`config.mk`:
```
export PLATFORM = sky130hd
export DESIGN_NAME = reg_scoreboard
export DESIGN_NICKNAME = d
export VERILOG_FILES = /design/src/rtl/reg_scoreboard.sv
export SDC_FILE = /design/constraint.sdc
export NUM_CORES = 1
export LEC_CHECK = 0
export BUFFER_PORTS_ARGS = -buffer_cell sky130_fd_sc_hd__buf_2
export CAP_MARGIN = 20
export CORE_UTILIZATION = 29
export CTS_BUF_LIST = sky130_fd_sc_hd__clkbuf_8 sky130_fd_sc_hd__clkbuf_16
export CTS_CLUSTER_SIZE = 20
export DETAILED_ROUTE_END_ITERATION = 8
export GPL_TIMING_DRIVEN = 0
export SLEW_MARGIN = 20
export SYNTH_ARGS = -nofsm -noshare
export SYNTH_HDL_FRONTEND = slang
export SYNTH_SLANG_ARGS = --single-unit
export TNS_END_PERCENT = 30
```
`constraint.sdc`:
```
create_clock -name clk -period 4.75 [get_ports clk]
set_input_delay 0.95 -clock clk [delete_from_list [all_inputs] [get_ports clk]]
set_output_delay 0.95 -clock clk [all_outputs]
set_load 0.005 [all_outputs]
```
`src/rtl/reg_scoreboard.sv`:
```
// Register scoreboard for the 5-stage pipeline: per-register in-flight write
// counters that stall ID on a pending source or a full destination counter.
module reg_scoreboard #(
  parameter int NUM_REGS = 16,
  parameter int CNT_W    = 2
) (
  input  logic                clk,
  input  logic                rst,
  input  logic                id_valid_in,
  input  logic                id_freeze_in,
  input  logic [3:0]          id_src1_in,
  input  logic                id_instr_has_src1,
  input  logic [3:0]          id_src2_in,
  input  logic                id_two_src_in,
  input  logic                id_wb_en_in,
  input  logic [3:0]          id_wb_dest_in,
  input  logic                wb_en_in,
  input  logic [3:0]          wb_dest_in,
  input  logic                squash_en_in,
  input  logic [3:0]          squash_dest_in,
  output logic                hazard_out,
  output logic                issue_ack_out,
  output logic [NUM_REGS-1:0] pending_mask_out,
  output logic                err_underflow_out
);

  localparam logic [CNT_W-1:0] CNT_MAX = '1;

  logic [NUM_REGS-1:0][CNT_W-1:0] count_flat;
  logic [NUM_REGS-1:0]            pending;
  logic [NUM_REGS-1:0]            underflow;
  logic                           err_reg;
  logic                           err_next;
  logic                           src1_busy;
  logic                           src2_busy;
  logic                           dest_full;

  generate
    for (genvar gi = 0; gi < NUM_REGS; gi++) begin : g_reg
      logic [CNT_W-1:0] cnt_reg;
      logic [CNT_W-1:0] cnt_next;
      logic             inc;
      logic [1:0]       dec;
      logic [CNT_W:0]   sum;
      logic             under;

      always_comb begin
        inc   = issue_ack_out & id_wb_en_in & (id_wb_dest_in == 4'(gi));
        dec   = {1'b0, wb_en_in & (wb_dest_in == 4'(gi))}
              + {1'b0, squash_en_in & (squash_dest_in == 4'(gi))};
        sum   = {1'b0, cnt_reg} + {{CNT_W{1'b0}}, inc};
        under = ((CNT_W+1)'(dec) > sum);
        // Retiring more writes than are tracked means a protocol error; clamp at zero.
        if (under) begin
          cnt_next = '0;
        end else begin
          cnt_next = CNT_W'(sum - (CNT_W+1)'(dec));
        end
      end

      always_ff @(posedge clk or posedge rst) begin
        if (rst) begin
          cnt_reg <= '0;
        end else begin
          cnt_reg <= cnt_next;
        end
      end

      assign count_flat[gi] = cnt_reg;
      assign pending[gi]    = |cnt_reg;
      assign underflow[gi]  = under;
    end
  endgenerate

  assign src1_busy = id_instr_has_src1 & pending[id_src1_in];
  assign src2_busy = id_two_src_in & pending[id_src2_in];
  // A full counter blocks another writer so the count can never wrap.
  assign dest_full = id_valid_in & id_wb_en_in & (count_flat[id_wb_dest_in] == CNT_MAX);

  assign hazard_out        = src1_busy | src2_busy | dest_full;
  assign issue_ack_out     = ~rst & id_valid_in & ~id_freeze_in & ~hazard_out;
  assign pending_mask_out  = pending;
  assign err_underflow_out = err_reg;

  assign err_next = err_reg | (|underflow);

  always_ff @(posedge clk or posedge rst) begin
    if (rst) begin
      err_reg <= 1'b0;
    end else begin
      err_reg <= err_next;
    end
  end

endmodule

```
==> qor.yml <==
outcome: "finished clean"
cts-root-buf: "clkbuf_16"
post_cts_hold_buffer_count: 0
layout_common_cells: "ha_1 (96), nor2_1 (77), inv_1 (69)"
routed_via_density: 5.10
leakage_nw: 2.37
slowest_stage: "mux4_2"
ys_top_cells_by_area: "ha_1 (29%), dfrtp_1 (20%), nor2_1 (6.9%), inv_1 (6.2%), mux4_2 (4.8%)"
end_kind: "flip-flop"
postSynth.asyncResetShare_pct: 100
cap_violations: 0
fin_area_um2: 4790
ant_nets: 0
ctsHtreeMaxLevel: 2
gp_congestion: 0.929
netlist.area_leader.share_pct: 28.5
reg2reg_depth: 15
critPathKind: "input pin to flip-flop"
drc: 0
synth-xor-area-share_pct: 3.33
yosysUniqueCellTypes: 46
firstDrtPassIters: 7
min_from: "err_underflow_out"
cts.clk_slew.worst_paths_ns: 0.05
setup-violations-final: 0
rsz0062_at_grt: "false"
multi_input_area_um2: 3060
totalPowerFinal_mw: 1.54
finalNonFillerCells: 718
synth_flop_cell: "dfrtp_1"
overflow: 0
die_y_um: 122
cpPeakStageDelay_ns: 0.49
diodes: 0
largest_reg_flops: 32
dpl.cell_count: 711
hold_path.class: "flip-flop to flip-flop"
synthSimpleGateAreaFrac_pct: 24.6
period_minus_slack_ns: 4.46
syn_area_um2: 4210
drive_above_1_share_pct: 17.8
power_density_nw_per_um2: 321
hold_depth: 3
clock_latency_ns: 0.28
yosysTopAreaCell: "ha_1"
max_freq_mhz: 224
start_kind: "input pin"
min_to: "err_underflow_out"
ir_drop_mv: 0.131
rr_endpoint: "err_underflow_out"
drt_wl_total_um: 11600
seq_area_um2: 826
io_pins: 48
fin_skew_ns: 0.00443
clockBufferDepth: 2
final_common_cell: "ha_1"
maxSlewViolCount: 0
cts_resized: 0
cpMostUsedCell: "ha_1"
worst_slew_pin_slew_ns: 0.735
antenna_found_initial: 0
post-route-period-util_pct: 93.9
grt_pass1_wl_um: 18500
wl_per_cell_um: 16.1
ys_warn_count: 0
worst_r2r_startpoint: "g_reg[3].cnt_reg[0]"
syn2layout_area_growth_pct: 13.9
clock_sinks: 33
setup_tns_ns: 0
fin_nets: 663
crit_buf_inv: 3
grt_pass1_vias: 3704
hold_viol: 0
synth-adder-area-share_pct: 28.5
cp.required_ns: 4.88
cts_inserted_buffers: 5
muxShareOfSynthArea_pct: 7.76
fp.dieW_um: 122
io_buffers: 43
ys_seq_area_share_pct: 19.6
ys_ff_latch: 33
synth_compound_area_share_pct: 8.50
drtIter0Drc: 174
placed_area_um2: 4650
synth-edff-count: 0
path_cells: "buf_4 -> nor3_1 -> a21o_1 -> mux4_2 -> a211oi_4 -> buf_4 -> nor4_2 -> ha_1 -> ha_1 -> inv_1 -> ha_1 -> nor2b_1 -> o211ai_1 -> nand4_1 -> nor4_1 -> nand3_1"
crit_fanout: 10
synth_nets: 613
die-area_um2: 15000
cts_tree: "done"
final_util_pct: 34.1
synth_top_family_by_area: "adder cells"
final.fill_count: 1469
via_count: 3663
relSlewSlack_pct: 50.9
start_util_pct: 30.0
grt_max_degree: 34
core-area_um2: 14000
rows: 43
path_depth: 16
hpwl_um: 10000
arrival_ns: 4.59
rrSetupSlack_ns: 0.56
cts_setup_buffers: 0
grtUsageTotal_pct: 16.3
syn_inst: 488
crit_family: "simple AND/OR/NAND/NOR gates"
syn_area_per_cell_um2: 8.62
[kinds of logic (layout without fill, tap and decap cells)]
group / count (synthesis) / count (layout)
AO/OA/AOI/OAI: 50 / 50
buffers and inverters: 78 / 128
multiplexers: 18 / 18
XOR/XNOR: 16 / 16
AND/OR/NAND/NOR: 197 / 197
flip-flops: 33 / 33
adder cells (fa/ha/maj): 96 / 96
[routing by layer]
metal / global-route usage, % / routed length (µm)
met5: 0 / 0
met1: 21.0 / 5080
met2: 27.2 / 5520
met3: 2.28 / 566
met4: 6.71 / 391
[worst reg2reg max path: stages (launching register included)]
cell and delay (ns):
dfrtp_1 0.44, or2_1 0.31, mux4_2 0.48, o31ai_2 0.22
a311oi_2 0.16, buf_4 0.28, nor4_2 0.43, ha_1 0.23
ha_1 0.22, inv_1 0.05, ha_1 0.24, nor2b_1 0.16
o211ai_1 0.19, o31ai_1 0.14, nor4_1 0.33, nand3_1 0.17
[Yosys cell counts (8+ instances only)]
cell and count:
o211ai_1 8, nor4_2 10, nand2b_1 8, a21oi_1 19, ha_1 96, nor2b_1 9, nor2_1 77, mux4_2 9
inv_1 69, dfrtp_1 33, nor3_1 16, nor4_1 9, or2_2 10, nand2_1 27, a211oi_1 9, xor2_1 16
[layout make-up]
type,instances,share of cell area [%]
Clock inverter,1,0.0783
Multi-Input combinational cell,377,63.9
Clock buffer,6,2.90
Tap cell,180,4.70
Buffer,9,1.33
Timing Repair Buffer,43,4.49
Inverter,69,5.41
Sequential cell,33,17.2
[power breakdown]
part           leakage [nW]  internal (mW)  switching [mW]  total [mW]
Combinational          1.85          0.353           0.456       0.809
Clock                0.0741          0.204           0.119       0.322
Sequential            0.444          0.340          0.0672       0.408
Total                  2.37          0.897           0.642        1.54
[worst max path at each step]
stage	startpoint	to	slack (ns)
after detailed placement	id_wb_dest_in[0]	err_underflow_out	-0.08
after CTS	id_wb_dest_in[0]	err_underflow_out	0.20
after global placement	id_wb_dest_in[0]	err_underflow_out	-0.11
after floorplan	id_src1_in[3]	err_underflow_out	0.67
after global routing	id_wb_dest_in[0]	err_underflow_out	0.07
final	id_src1_in[3]	err_underflow_out	0.29
[per-stage QoR]
stage / hold WS [ns] / worst slack, ns
2_1_floorplan: 0.561 / 0.669
3_3_place_gp: 0.627 / -0.108
3_5_place_dp: 0.638 / -0.0759
4_1_cts: 0.652 / 0.202
5_1_grt: 0.686 / 0.0687
6_report: 0.634 / 0.290
Note: power is estimated with default switching activity, not from simulation.
